[src/rtl/uart_tx_scheduler.sv]
// uart_tx_scheduler
// Registered arbiter that shares one UART transmitter between the metadata
// sender and the sample-FIFO readout path. A granted source keeps the UART
// for its whole burst. Bytes are taken one at a time over a req/ack
// handshake and paced by the UART tx_busy status. BUSY_TIMEOUT must be at
// least 1.
module uart_tx_scheduler #(
    parameter int BUSY_TIMEOUT = 16,
    parameter int COUNT_W      = 16
) (
    input  logic               clock,
    input  logic               reset_n,
    input  logic               m_req,
    input  logic [7:0]         m_byte,
    input  logic               m_last,
    output logic               m_ack,
    input  logic               s_req,
    input  logic [7:0]         s_byte,
    input  logic               s_last,
    output logic               s_ack,
    input  logic               abort,
    input  logic               tx_busy,
    output logic               trans_en,
    output logic [7:0]         tx_data,
    output logic [1:0]         grant,
    output logic               active,
    output logic [COUNT_W-1:0] byte_count
);

    localparam int TO_W = $clog2(BUSY_TIMEOUT + 1);

    localparam logic [2:0] ST_IDLE      = 3'd0;
    localparam logic [2:0] ST_SEND      = 3'd1;
    localparam logic [2:0] ST_WAIT_BUSY = 3'd2;
    localparam logic [2:0] ST_WAIT_DONE = 3'd3;
    localparam logic [2:0] ST_NEXT      = 3'd4;
    localparam logic [2:0] ST_DRAIN     = 3'd5;

    localparam logic [1:0] GNT_NONE   = 2'b00;
    localparam logic [1:0] GNT_META   = 2'b01;
    localparam logic [1:0] GNT_SAMPLE = 2'b10;

    logic [2:0]         r_state;
    logic               r_last;
    logic [TO_W-1:0]    r_to_cnt;
    logic               r_m_ack;
    logic               r_s_ack;
    logic               r_trans_en;
    logic [7:0]         r_tx_data;
    logic [1:0]         r_grant;
    logic               r_active;
    logic [COUNT_W-1:0] r_byte_count;

    // Byte counter increment that sticks at all-ones instead of wrapping.
    function automatic logic [COUNT_W-1:0] sat_inc(input logic [COUNT_W-1:0] v);
        if (v == {COUNT_W{1'b1}}) begin
            return v;
        end else begin
            return v + COUNT_W'(1'b1);
        end
    endfunction

    // Arbiter FSM; every output is a register updated here.
    always_ff @(posedge clock) begin
        if (!reset_n) begin
            r_state      <= ST_IDLE;
            r_last       <= 1'b0;
            r_to_cnt     <= '0;
            r_m_ack      <= 1'b0;
            r_s_ack      <= 1'b0;
            r_trans_en   <= 1'b0;
            r_tx_data    <= 8'h00;
            r_grant      <= GNT_NONE;
            r_active     <= 1'b0;
            r_byte_count <= '0;
        end else begin
            // Acks and the transmit strobe are single-cycle pulses.
            r_m_ack    <= 1'b0;
            r_s_ack    <= 1'b0;
            r_trans_en <= 1'b0;

            if (abort && (r_state != ST_IDLE)) begin
                // Flush beats any latch in the same cycle; a frame already on
                // the wire is allowed to finish in DRAIN.
                r_grant <= GNT_NONE;
                if (tx_busy) begin
                    r_state  <= ST_DRAIN;
                    r_active <= 1'b1;
                end else begin
                    r_state  <= ST_IDLE;
                    r_active <= 1'b0;
                end
            end else begin
                case (r_state)
                    ST_IDLE: begin
                        // Fixed priority, decided only between bursts.
                        if (m_req) begin
                            r_grant      <= GNT_META;
                            r_m_ack      <= 1'b1;
                            r_tx_data    <= m_byte;
                            r_last       <= m_last;
                            r_byte_count <= COUNT_W'(1'b1);
                            r_state      <= ST_SEND;
                            r_active     <= 1'b1;
                        end else if (s_req) begin
                            r_grant      <= GNT_SAMPLE;
                            r_s_ack      <= 1'b1;
                            r_tx_data    <= s_byte;
                            r_last       <= s_last;
                            r_byte_count <= COUNT_W'(1'b1);
                            r_state      <= ST_SEND;
                            r_active     <= 1'b1;
                        end
                    end
                    ST_SEND: begin
                        r_trans_en <= 1'b1;
                        r_to_cnt   <= '0;
                        r_state    <= ST_WAIT_BUSY;
                    end
                    ST_WAIT_BUSY: begin
                        // A UART that never reports busy must not stall the
                        // burst: after the timeout fall through to WAIT_DONE,
                        // which exits at once while tx_busy stays low.
                        if (tx_busy || (r_to_cnt == TO_W'(BUSY_TIMEOUT))) begin
                            r_state <= ST_WAIT_DONE;
                        end else begin
                            r_to_cnt <= r_to_cnt + TO_W'(1'b1);
                        end
                    end
                    ST_WAIT_DONE: begin
                        if (!tx_busy) begin
                            if (r_last) begin
                                r_state  <= ST_IDLE;
                                r_grant  <= GNT_NONE;
                                r_active <= 1'b0;
                            end else begin
                                r_state <= ST_NEXT;
                            end
                        end
                    end
                    ST_NEXT: begin
                        // Burst lock: only the granted source is served.
                        if ((r_grant == GNT_META) && m_req) begin
                            r_m_ack      <= 1'b1;
                            r_tx_data    <= m_byte;
                            r_last       <= m_last;
                            r_byte_count <= sat_inc(r_byte_count);
                            r_state      <= ST_SEND;
                        end else if ((r_grant == GNT_SAMPLE) && s_req) begin
                            r_s_ack      <= 1'b1;
                            r_tx_data    <= s_byte;
                            r_last       <= s_last;
                            r_byte_count <= sat_inc(r_byte_count);
                            r_state      <= ST_SEND;
                        end
                    end
                    ST_DRAIN: begin
                        if (!tx_busy) begin
                            r_state  <= ST_IDLE;
                            r_active <= 1'b0;
                        end
                    end
                    default: begin
                        r_state  <= ST_IDLE;
                        r_grant  <= GNT_NONE;
                        r_active <= 1'b0;
                    end
                endcase
            end
        end
    end

    assign m_ack      = r_m_ack;
    assign s_ack      = r_s_ack;
    assign trans_en   = r_trans_en;
    assign tx_data    = r_tx_data;
    assign grant      = r_grant;
    assign active     = r_active;
    assign byte_count = r_byte_count;

endmodule

[config.mk]
export PLATFORM = sky130hd
export DESIGN_NAME = uart_tx_scheduler
export DESIGN_NICKNAME = d
export VERILOG_FILES = /design/src/rtl/uart_tx_scheduler.sv
export SDC_FILE = /design/constraint.sdc
export NUM_CORES = 1
export LEC_CHECK = 0
export ABC_AREA = 1
export CAP_MARGIN = 10
export CORE_UTILIZATION = 56
export CTS_BUF_LIST = sky130_fd_sc_hd__clkbuf_4
export DETAILED_ROUTE_END_ITERATION = 16
export PLACE_DENSITY_LB_ADDON = 0.25
export SKIP_CTS_REPAIR_TIMING = 1
export SYNTH_ARGS = -nofsm -noshare
export SYNTH_HDL_FRONTEND = slang
export SYNTH_SLANG_ARGS = --single-unit
[constraint.sdc]
create_clock -name clock -period 3.27 [get_ports clock]
set_input_delay 0.8175 -clock clock [delete_from_list [all_inputs] [get_ports clock]]
set_output_delay 0.8175 -clock clock [all_outputs]
set_load 0.02 [all_outputs]
==> load_flow_metrics.sql <==
INSERT INTO impl_metrics (metric_group, metric, value, unit) VALUES
('power_and_ir_drop', 'power.static_leakage', '1.17', 'nW'),
('floorplanning', 'core', '0.00400', 'mm2'),
('sta', 'rsz_0062_raised_after_global_routing', 'false', ''),
('synth', 'synth_cells', '366', ''),
('sta', 'clock_skew', '9.27', 'ps'),
('route', 'route.final.wire_length', '5630', 'um'),
('floorplanning', 'die_w', '66.7', 'um'),
('route', 'routed_wire_length_per_instance', '12.0', 'um'),
('route', 'drt.antenna.violating_nets', '0', ''),
('layout', 'layout-area-overhead-vs-synth', '26.2', '%'),
('floorplanning', 'dieHeight', '66.7', 'um'),
('sta', 'report.final.setup_viol', '0', ''),
('setup_path', 'cpMaxStageDelayCell', 'clkdlybuf4s50_1', ''),
('sta', 'finalHoldViolCount', '0', ''),
('synth', 'synth_largest_area_cell', 'dfxtp_1', ''),
('setup_path', 'cp.arrival', '1560', 'ps'),
('setup_path', 'critical-path-top-delay-family', 'buffers and inverters', ''),
('cts', 'worstSkewPairLatency', '360', 'ps'),
('route', 'initialDrtViolationCount', '110', ''),
('cts', 'clockRootBuffer', 'clkbuf_4', ''),
('global_route', 'gr-usage-all-layers', '0.271', ''),
('route', 'residual_drc', '0', ''),
('synth', 'synth-seq-area-share', '0.333', ''),
('setup_path', 'setup.worst_path.end_class', 'primary output', ''),
('cts', 'cts.htree.levels', '2', ''),
('sta', 'min_period_over_period', '0.726', ''),
('setup_path', 'cp_slowest_stage_delay', '670', 'ps'),
('setup_path', 'worst-path-buf-inv', '1', ''),
('layout', 'final_layout_size_suffix_gt1_frac', '0.0788', ''),
('global_route', 'antenna_found_initial', '0', ''),
('sta', 'tightestPinTransition', '543', 'ps'),
('cts', 'clk_transition_reported_paths', '120', 'ps'),
('synth', 'synth_edf_count', '0', ''),
('cts', 'buffer_levels_on_the_longest_clock_path', '2', ''),
('synth', 'netlist.area_leader.share', '0.333', ''),
('synth', 'synth_area', '0.00235', 'mm2'),
('sta', 'finalSetupTns', '0', 'ps'),
('setup_path', 'crit_path_start_kind', 'register', ''),
('floorplanning', 'rows', '23', ''),
('placed_design', 'globalplace.congestion', '0.904', ''),
('placed_design', 'detailed_place_hpwl', '4120', 'um'),
('synth', 'synth_flop_cell', 'dfxtp_1', ''),
('global_route', 'grt_start_max_net_pins', '22', ''),
('sta', 'layout_setup_ws', '897', 'ps'),
('layout', 'finish.net_count', '445', ''),
('floorplanning', 'effective_utilization_at_floorplan', '0.587', ''),
('sta', 'holdWs', '504', 'ps'),
('synth', 'synth_area_per_cell', '6.41', 'um2'),
('route', 'detailedRoute.firstPassIterationCount', '4', ''),
('synth', 'most_common_cell_in_the_synthesized_netlist', 'nand2_1', ''),
('cts', 'cts_num_sinks', '39', ''),
('status', 'outcome', 'finished clean', ''),
('synth', 'synth_seq_cells', '39', ''),
('global_route', 'grt_overflow_total', '0', ''),
('cts', 'cts_made_buffers', '5', ''),
('layout', 'num_antenna_cells', '0', ''),
('synth', 'number_of_distinct_standard_cells_referenced_by_the_synthesized_netlist', '31', ''),
('route', 'route.vias.total', '2499', ''),
('placed_design', 'port_buffers', '53', ''),
('setup_path', 'type_of_the_setup_path_with_the_least_slack', 'reg -> out', ''),
('floorplanning', 'top_level_ports', '54', ''),
('synth', 'syn-num-nets', '393', ''),
('global_route', 'grt_first_pass_wirelength', '9280', 'um'),
('floorplanning', 'fp.dieArea', '0.00445', 'mm2'),
('synth', 'synthTopCellsByCount', 'nand2_1, nor2_1, dfxtp_1', ''),
('sta', 'relSlewSlack', '0.638', ''),
('sta', 'drv_slew', '0', ''),
('synth', 'async_flop_share', '0', ''),
('global_route', 'first_global_vias', '2132', ''),
('synth', 'yosys-top-cells-area', 'dfxtp_1, nand2_1, nor2_1', ''),
('cts', 'cts_tree', 'done', ''),
('route', 'viasPerCell', '5.33', ''),
('sta', 'final_critical_path_required_period', '2370', 'ps'),
('power_and_ir_drop', 'vdd_drop_max', '0.511', 'mV'),
('power_and_ir_drop', 'powerDensity', '727', 'mW/mm2'),
('hold_path', 'holdCritPathClass', 'reg -> reg', ''),
('sta', 'fmax', '0.421', 'GHz'),
('synth', 'yosysWarnings', '0', ''),
('setup_path', 'crit_path_cells', 'clkdlybuf4s50_1', ''),
('placed_design', 'preCtsSetupSlack', '580', 'ps'),
('run', 'maxCapViolations', '0', ''),
('setup_path', 'path_max_fanout', '9', ''),
('setup_path', 'timing.critical_path.required', '2450', 'ps');
-- sequential cells by signal, indices dropped and copies added (netlist names) --
register	flops
r_state	3
byte_count	16
m_ack	1
grant	2
trans_en	1
tx_data	8
r_last	1
s_ack	1
active	1
r_to_cnt	5
-- layout make-up --
cell class                 instances  area (um2)
tap                               50        62.6
multi-input combinational        281        1360
timing repair buffer              55         546
inverter                          36         135
sequential                        39         781
clock buffer                       5        37.5
fill                             339        1040
clock inverter                     3        38.8
-- cells in the final DEF, fill, tap and decap left out, types with 2 or more instances in the layout --
cell             count
a21oi_1             28
buf_4                2
clkbuf_4             5
clkdlybuf4s50_1     53
dfxtp_1             39
ha_1                 3
inv_1               30
inv_2                6
nand2_1             98
nand2_2              3
nand2_4              2
nand3_1             24
nand3_2              2
nand3b_1             3
nand4_1              7
nor2_1              58
nor2_2               2
nor2_4               5
nor3_1               2
o21ai_0             29
o21ai_1              2
o21bai_1             3
or2_2                2
xnor2_1              2
xor2_1               2
-- metrics by stage --
step                std cells  utilization  total power, mW  area [um2]
floorplan                 366            -             1.53        2350
global placement          461        0.722             1.80        2890
detailed placement        461        0.722             1.83        2890
global route              469        0.741             2.31        2960
CTS                       469        0.741             2.15        2960
finish                    469        0.741             2.15        2960
-- cell families (layout without fill, tap and decap cells) --
| logic type | count (synthesis) | count (layout) | share of synthesized area |
|---|---|---|---|
| buffers and inverters | 46 | 99 | 0.0869 |
| xor gates and xnor gates | 4 | 4 | 0.0149 |
| and+or+nand+nor | 210 | 210 | 0.405 |
| DFF | 39 | 39 | 0.333 |
| AOI/OAI and AO/OA | 64 | 64 | 0.145 |
| adders and majority gates | 3 | 3 | 0.0160 |
-- worst paths after layout --
path	end	slack, ps	from	cells after the start
setup / recovery	byte_count[0]	900	byte_count[0]	1
hold / removal	r_to_cnt[4]	500	r_to_cnt[4]	2
setup reg to reg	byte_count[13]	1270	byte_count[0]	8
hold reg to reg	r_to_cnt[4]	500	r_to_cnt[4]	2
-- power breakdown --
| group | switching [mW] | internal, mW |
|---|---|---|
| clock | 0.167 | 0.157 |
| combinational | 0.751 | 0.409 |
| sequential | 0.0919 | 0.578 |
| total | 1.01 | 1.14 |
-- routing by layer --
metal / up-vias / GRT usage / wire length (um)
met5: - / 0 / 0
met4: 0 / 0.0798 / 59
met3: 5 / 0.0839 / 440
met2: 85 / 0.453 / 2600
met1: 1125 / 0.330 / 2530
li1: 1284 / - / -
No activity file was read; power rests on OpenSTA's default activity.
